<file path="src/rtl/uart_pkg.sv">
// Shared UART definitions: receiver FSM state encoding, oversample ratio,
// and the baud-divider computation used by the RX (and later TX) paths.
package uart_pkg;

    localparam int unsigned OVERSAMPLE = 16;

    typedef enum logic [2:0] {
        IDLE,
        START,
        DATA,
        STOP,
        WAIT_HIGH
    } rx_state_e;

    // Clocks per oversample tick, rounded to nearest, never below 1.
    function automatic int unsigned calc_div(input int unsigned clk_hz,
                                             input int unsigned baud);
        int unsigned d;
        d = (clk_hz + (OVERSAMPLE * baud) / 2) / (OVERSAMPLE * baud);
        return (d < 1) ? 1 : d;
    endfunction

endpackage

</file>
<file path="src/rtl/uart_rx_fifo_if.sv">
// Show-ahead byte stream with occupancy.
//   master: producer side (drives data, valid, level; receives ready)
//   slave : consumer side (receives data, valid, level; drives ready)
interface uart_rx_fifo_if #(
    parameter int unsigned WIDTH   = 8,
    parameter int unsigned LEVEL_W = 5
);
    logic [WIDTH-1:0]   data;
    logic               valid;
    logic               ready;
    logic [LEVEL_W-1:0] level;

    modport master (output data, output valid, output level, input ready);
    modport slave  (input data, input valid, input level, output ready);
endinterface

</file>
<file path="src/rtl/uart_rx_fifo_sync_fifo.sv">
// sync_fifo: single-clock show-ahead FIFO.
//   clk, rst_n   : clock, async active-low reset
//   push_i       : write request, push_data_i: write data
//   overflow_o   : one-cycle pulse when a push is dropped (full, no pop)
//   pop_if       : head data / not-empty / occupancy out, pop request in
module sync_fifo #(
    parameter int unsigned WIDTH = 8,
    parameter int unsigned DEPTH = 16
) (
    input  logic             clk,
    input  logic             rst_n,
    input  logic             push_i,
    input  logic [WIDTH-1:0] push_data_i,
    output logic             overflow_o,
    uart_rx_fifo_if.master   pop_if
);
    localparam int unsigned PTR_W = $clog2(DEPTH);
    localparam int unsigned LVL_W = $clog2(DEPTH + 1);

    logic [WIDTH-1:0] mem_q [DEPTH];
    logic [PTR_W-1:0] wr_ptr_q;
    logic [PTR_W-1:0] rd_ptr_q;
    logic [LVL_W-1:0] level_q;
    logic             overflow_q;
    logic             empty;
    logic             full;
    logic             pop;
    logic             push_ok;

    assign empty   = (level_q == '0);
    assign full    = (level_q == LVL_W'(DEPTH));
    // Pop only when something is there; a full FIFO still accepts a push
    // in the same cycle it is popped.
    assign pop     = !empty && pop_if.ready;
    assign push_ok = push_i && (!full || pop);

    always_ff @(posedge clk or negedge rst_n) begin
        if (!rst_n) begin
            wr_ptr_q   <= '0;
            rd_ptr_q   <= '0;
            level_q    <= '0;
            overflow_q <= 1'b0;
        end else begin
            if (push_ok) wr_ptr_q <= wr_ptr_q + PTR_W'(1);
            if (pop)     rd_ptr_q <= rd_ptr_q + PTR_W'(1);
            case ({push_ok, pop})
                2'b10:   level_q <= level_q + LVL_W'(1);
                2'b01:   level_q <= level_q - LVL_W'(1);
                default: level_q <= level_q;
            endcase
            overflow_q <= push_i && full && !pop;
        end
    end

    always_ff @(posedge clk) begin
        if (push_ok) mem_q[wr_ptr_q] <= push_data_i;
    end

    assign pop_if.data  = mem_q[rd_ptr_q];
    assign pop_if.valid = !empty;
    assign pop_if.level = level_q;
    assign overflow_o   = overflow_q;

endmodule

</file>
<file path="src/rtl/uart_rx_fifo.sv">
// uart_rx_fifo: 16x oversampled UART receiver (8N1) feeding a show-ahead FIFO.
//   clk_sys, rst_sys_n : clock, async active-low reset
//   RX                 : asynchronous serial line, idles high
//   rx_data/rx_valid   : FIFO head and not-empty; rx_ready pops
//   frame_err          : pulse when the stop bit samples low
//   overrun            : pulse when a received byte is dropped (FIFO full)
//   fifo_level         : current FIFO occupancy
module uart_rx_fifo
    import uart_pkg::*;
#(
    parameter int unsigned CLK_FREQ_HZ = 50_000_000,
    parameter int unsigned BAUD        = 115_200,
    parameter int unsigned FIFO_DEPTH  = 16
) (
    input  logic                               clk_sys,
    input  logic                               rst_sys_n,
    input  logic                               RX,
    output logic [7:0]                         rx_data,
    output logic                               rx_valid,
    input  logic                               rx_ready,
    output logic                               frame_err,
    output logic                               overrun,
    output logic [$clog2(FIFO_DEPTH+1)-1:0]    fifo_level
);
    localparam int unsigned DIV   = calc_div(CLK_FREQ_HZ, BAUD);
    localparam int unsigned DIV_W = (DIV > 1) ? $clog2(DIV) : 1;

    logic             rx_meta_q, rx_sync_q, rx_prev_q;
    logic [DIV_W-1:0] div_cnt_q, div_cnt_d;
    rx_state_e        state_q, state_d;
    logic [3:0]       tick_cnt_q, tick_cnt_d;
    logic [2:0]       bit_cnt_q, bit_cnt_d;
    logic [7:0]       shreg_q, shreg_d;
    logic [1:0]       samp_q, samp_d;
    logic             frame_err_q, frame_err_d;
    logic             tick, fall, maj, push;

    assign tick = (div_cnt_q == DIV_W'(DIV - 1));
    assign fall = rx_prev_q && !rx_sync_q;
    // Majority of the two previous tick samples and the current one.
    assign maj  = (samp_q[1] & samp_q[0]) | (samp_q[1] & rx_sync_q) |
                  (samp_q[0] & rx_sync_q);

    always_comb begin
        state_d     = state_q;
        div_cnt_d   = tick ? '0 : div_cnt_q + DIV_W'(1);
        tick_cnt_d  = tick_cnt_q;
        bit_cnt_d   = bit_cnt_q;
        shreg_d     = shreg_q;
        samp_d      = samp_q;
        frame_err_d = 1'b0;
        push        = 1'b0;

        if (tick) begin
            samp_d     = {samp_q[0], rx_sync_q};
            tick_cnt_d = tick_cnt_q + 4'd1;
        end

        case (state_q)
            IDLE: begin
                if (fall) begin
                    state_d    = START;
                    div_cnt_d  = '0;
                    tick_cnt_d = '0;
                end
            end
            // Decision at tick 8, but the bit only ends at tick 15 so the
            // first data bit is sampled in its own bit period.
            START: begin
                if (tick) begin
                    if (tick_cnt_q == 4'd8 && maj) begin
                        state_d = IDLE;
                    end else if (tick_cnt_q == 4'd15) begin
                        state_d   = DATA;
                        bit_cnt_d = '0;
                    end
                end
            end
            DATA: begin
                if (tick) begin
                    if (tick_cnt_q == 4'd9) shreg_d = {maj, shreg_q[7:1]};
                    if (tick_cnt_q == 4'd15) begin
                        if (bit_cnt_q == 3'd7) state_d   = STOP;
                        else                   bit_cnt_d = bit_cnt_q + 3'd1;
                    end
                end
            end
            STOP: begin
                if (tick && tick_cnt_q == 4'd8) begin
                    if (maj) begin
                        push    = 1'b1;
                        state_d = IDLE;
                    end else begin
                        frame_err_d = 1'b1;
                        state_d     = WAIT_HIGH;
                    end
                end
            end
            WAIT_HIGH: begin
                if (rx_sync_q) state_d = IDLE;
            end
            default: state_d = IDLE;
        endcase
    end

    always_ff @(posedge clk_sys or negedge rst_sys_n) begin
        if (!rst_sys_n) begin
            rx_meta_q   <= 1'b1;
            rx_sync_q   <= 1'b1;
            rx_prev_q   <= 1'b1;
            div_cnt_q   <= '0;
            state_q     <= IDLE;
            tick_cnt_q  <= '0;
            bit_cnt_q   <= '0;
            shreg_q     <= '0;
            samp_q      <= '1;
            frame_err_q <= 1'b0;
        end else begin
            rx_meta_q   <= RX;
            rx_sync_q   <= rx_meta_q;
            rx_prev_q   <= rx_sync_q;
            div_cnt_q   <= div_cnt_d;
            state_q     <= state_d;
            tick_cnt_q  <= tick_cnt_d;
            bit_cnt_q   <= bit_cnt_d;
            shreg_q     <= shreg_d;
            samp_q      <= samp_d;
            frame_err_q <= frame_err_d;
        end
    end

    uart_rx_fifo_if #(.WIDTH(8), .LEVEL_W($clog2(FIFO_DEPTH+1))) fifo_if ();

    sync_fifo #(.WIDTH(8), .DEPTH(FIFO_DEPTH)) u_fifo (
        .clk         (clk_sys),
        .rst_n       (rst_sys_n),
        .push_i      (push),
        .push_data_i (shreg_q),
        .overflow_o  (overrun),
        .pop_if      (fifo_if.master)
    );

    assign fifo_if.ready = rx_ready;
    assign rx_data       = fifo_if.data;
    assign rx_valid      = fifo_if.valid;
    assign fifo_level    = fifo_if.level;
    assign frame_err     = frame_err_q;

endmodule

</file>
<file path="config.mk">
export PLATFORM = sky130hd
export DESIGN_NAME = uart_rx_fifo
export DESIGN_NICKNAME = d
export VERILOG_FILES = /design/src/rtl/uart_pkg.sv /design/src/rtl/uart_rx_fifo_if.sv /design/src/rtl/uart_rx_fifo_sync_fifo.sv /design/src/rtl/uart_rx_fifo.sv
export SDC_FILE = /design/constraint.sdc
export NUM_CORES = 1
export LEC_CHECK = 0
export ABC_CLOCK_PERIOD_IN_PS = 3500
export BUFFER_PORTS_ARGS = -buffer_cell sky130_fd_sc_hd__buf_2
export CORE_ASPECT_RATIO = 1.4
export CORE_MARGIN = 2
export CORE_UTILIZATION = 43
export DETAILED_ROUTE_END_ITERATION = 12
export GPL_ROUTABILITY_DRIVEN = 0
export PLACE_DENSITY = 0.62
export SYNTH_ARGS = -nofsm -noshare
export SYNTH_HDL_FRONTEND = slang
export SYNTH_HIERARCHICAL = 1
export SYNTH_SLANG_ARGS = --single-unit
</file>
<file path="constraint.sdc">
create_clock -name clk_sys -period 3.5 [get_ports clk_sys]
set_input_delay 0.35 -clock clk_sys [delete_from_list [all_inputs] [get_ports clk_sys]]
set_output_delay 0.35 -clock clk_sys [all_outputs]
set_load 0.05 [all_outputs]
</file>
==> Flow_metrics.wiki <==
{| class="wikitable"
! Metric !! Value
|-
| Status || finished, final reports clean
|-
| Post-detailed-placement half-perimeter wirelength || a little under 9 mm
|-
| Initial Utilization || 0.441
|-
| Clock network fraction of total power || 0.364
|-
| DR iter-0 viols || ~240
|-
| Clk_skew || about 0.012 ns
|-
| Maximum number of pins on one net before global-route repair || 44
|-
| Post-cts hold buffer count || 0
|-
| Number of remaining DRC errors || 0
|-
| Net count of the mapped netlist || between 400 and 500
|-
| Number of inserted diodes || 0
|-
| Final critical-path share of the clock period || 0.852
|-
| Core box area || roughly 0.016 mm²
|-
| RSZ-0062 raised after global routing || false
|-
| Ratio of cells with drive above 1 in the final layout || 0.306
|-
| Post-detailed-route via-to-cell ratio || ~5.6
|-
| Residual overflow from global routing || 0
|-
| Largest delay share family, worst path || compound AO/OA/AOI/OAI gates
|-
| First-pass GRT wire length || ~21 mm
|-
| TritonCTS clock tree || built
|-
| Die X || 113 µm
|-
| Quantity of gates resized following cts || 0
|-
| Number of warnings issued by yosys || 6
|-
| Fmax || 335 MHz
|-
| Drt wl/cell || roughly 20 µm
|-
| Total Negative Setup Slacks || 0 ns
|-
| Wirelength, routed || around 13 mm
|-
| Leak Pwr || roughly 0.0033 µW
|-
| Final setup violating endpoints || 0
|-
| Slew @ Worst Pin || 0.972 ns
|-
| Post-synthesis cell area || roughly 0.0071 mm²
|-
| Post-Synthesis Cells || between 300 and 400
|-
| Combinational power share || 0.169
|-
| Met2 usage in global routing || 0.281
|-
| Switching power || between 1000 and 1500 µW
|-
| Unique cell type count in the Yosys netlist || between 50 and 60
|-
| Int Power || about 3800 µW
|-
| Buffers and inverters on the worst path || 1
|-
| Minimum period implied by the final worst setup slack || 2.98 ns
|-
| Most common library cell in the layout ignoring fill and taps || edfxtp_1
|-
| Layout Area Growth over Synthesis || 14.1%
|-
| Crit Path Category || reg -> reg
|-
| Arr. time, crit path || between 3 and 4 ns
|-
| GR Layer Usage met1 || 0.200
|-
| Via count of the first global-routing pass || roughly 3700
|-
| Sinks on Clock Net || between 150 and 200
|-
| Number of antenna violations at the first check in global routing || 0
|-
| Die Height || 156 µm
|-
| Number of top-level design ports || 20
|-
| Top library cells by usage in the layout, fill and taps aside || 128 x edfxtp_1, 40 x mux4_2, 37 x dfrtp_1, 19 x nor2_1, 19 x buf_2
|-
| Total Routing Usage GR || 0.164
|-
| Final Core Density || 0.503
|-
| Count of input and output buffers || 19
|-
| Vias post-DR || around 3600
|-
| Power per Cell Area || 649 mW/mm²
|-
| Cell at the slowest stage of the critical path || dfrtp_1
|-
| Drt pass-1 iters || 4
|-
| Worst Path Max Fanout || 5
|-
| Met3 Use GR || 0.0356
|-
| Avg Synthesized Cell Area || ~18 µm²
|-
| # nets final || 450
|-
| Master cell of the clock root buffer || clkbuf_16
|-
| Required time of the critical path || approximately 3.8 ns
|-
| Max-Cap Viols || 0
|-
| Site row count || 55
|-
| Overall die area || around 0.018 mm²
|-
| Type of the tightest min-delay check || in -> reg
|-
| CTS max path bufs || 2
|-
| Sequential group share of total power || 0.467
|-
| Later-pin clock latency in the skew report || 0.43 ns
|-
| Worst-case headroom to the max-slew limit || 0.352
|-
| Register clock-pin slew on the reported worst setup and hold paths || 0.06 ns
|-
| Worst path cell trace || inv_1 > ha_1 > and3b_1 > nand3_1 > nor2_1 > nand2b_1 > a21oi_1 > mux2_2 > ha_1 > o31a_1 > a2111oi_0 > a311oi_1 > xnor2_1
|-
| CP dominant cell by count || ha_1
|-
| Post-CTS Setup Repair Bufs || 0
|-
| Number of antenna-violating nets in the routed design || 0
|-
| Final-layout fill cell count || ~1300
|-
| Number of synthesized flops with an enable pin || 128
|-
| Slew Limit Fails || 0
|-
| Most used flip-flop cell after synthesis || edfxtp_1
|-
| Portion of the post-synthesis area used by sequential elements || 0.691
|-
| Net switching share of the total power || 0.270
|-
| Largest voltage drop on the vdd net || around 520 µV
|-
| Type of element launching the critical path || flip-flop
|-
| Final hold vios || 0
|-
| Share of synthesized flip-flops with an asynchronous set or reset || 0.251
|-
| Number of H-tree levels || 4
|-
| TritonCTS Buffers || 17
|-
| Largest stage delay on the critical path || ~0.42 ns
|-
| Count of state elements after synthesis || 171
|-
| Gr busiest metal || met2
|-
| Flop-to-flop setup slack || about 0.52 ns
|-
| Endpoint type of the worst setup path || flip-flop
|}
through the flow:
stage	cell area (µm²)	worst slack (ns)	std cells	total power, µW	hold WS [ns]
floorplan	7120	0.682	398	3200	0.0544
global placement	7520	0.686	612	3390	0.366
detailed placement	7520	0.571	612	3420	0.361
CTS	8130	0.550	644	5330	0.0103
global route	8130	0.331	644	5510	0.0113
finish	8130	0.519	644	5270	0.0281
cell usage after synthesis (all sizes together), types with 6 or more instances:
| cell type | instances | area [µm²] |
|---|---|---|
| ha | 14 | 175 |
| clkbuf | 9 | 33.8 |
| buf | 11 | 72.6 |
| nand2 | 16 | 60.1 |
| nor4 | 7 | 43.8 |
| a21oi | 6 | 30.0 |
| nand3 | 7 | 35.0 |
| mux2 | 13 | 150 |
| inv | 14 | 52.6 |
| nor3 | 7 | 40.0 |
| dfrtp | 38 | 951 |
| mux4 | 40 | 901 |
| edfxtp | 128 | 3840 |
| xnor2 | 10 | 87.6 |
| nor2 | 19 | 71.3 |
worst paths after layout:
path / from / endpoint / cells past startpoint
worst max register to register: tick_cnt_q[0]$_DFF_PN0_ / u_fifo/pop_if.level[4]$_DFFE_PN0P_ / 13
worst max-delay path: tick_cnt_q[0]$_DFF_PN0_ / u_fifo/pop_if.level[4]$_DFFE_PN0P_ / 13
worst min-delay path: RX / rx_meta_q$_DFF_PN1_ / 1
min in group asynchronous: rst_sys_n / u_fifo/pop_if.level[3]$_DFFE_PN0P_ / 1
worst min register to register: rx_meta_q$_DFF_PN1_ / rx_sync_q$_DFF_PN1_ / 0
max in group asynchronous: rst_sys_n / u_fifo/rd_ptr_q[0]$_DFFE_PN0N_ / 1
sequential cells by signal (all words and copies together) (netlist names):
register / cells
u_fifo/overflow_o: 1
shreg_q: 8
u_fifo/rd_ptr_q: 4
bit_cnt_q: 3
state_q: 3
rx_sync_q: 1
u_fifo/pop_if.level: 5
div_cnt_q: 5
u_fifo/mem_q: 128
u_fifo/wr_ptr_q: 4
rx_meta_q: 1
rx_prev_q: 1
frame_err: 1
tick_cnt_q: 4
samp_q: 2
kinds of logic after synthesis:
kind of cell	Yosys count	synth area share
adders and majority gates	15	0.0260
xor gates and xnor gates	15	0.0184
buffers and inverters	34	0.0223
muxes	54	0.151
and+or+nand+nor	81	0.0602
DFF	171	0.691
AOI/OAI and AO/OA	28	0.0309
power by group through the flow:
stage | clock, µW | combinational (µW) | sequential, µW
detailed placement | 0 | 909 | 2510
finish | 1920 | 892 | 2460
CTS | 1950 | 910 | 2470
global route | 2050 | 977 | 2490
global placement | 0 | 895 | 2500
floorplan | 0 | 715 | 2480
metal layers:
layer  wire (µm)  part of all wire  up-vias
met5           0                 0        -
met4         285             0.022        0
met3         380             0.029       19
met2        6970              0.53       62
met1        5530              0.42     1873
li1            -                 -     1634
worst register-to-register path, delay by kind of cell, from the launching register on:
family	cells	cell delay, ns
xor+xnor	1	0.14
flops	1	0.42
simple gates	4	0.69
buf+inv	1	0.09
mux	1	0.31
compound gates	4	0.83
fa+ha+maj	2	0.38
layout make-up:
type	instances	area [µm²]	area share
well taps	199	249	0.0306
inverters	14	52.6	0.00647
clock buffers	18	429	0.0528
clock inverters	14	176	0.0217
multi-input cells	193	2060	0.254
repair buffers	35	228	0.0280
flip-flops and latches	171	4930	0.606
Power figures use the tool's default switching activity.
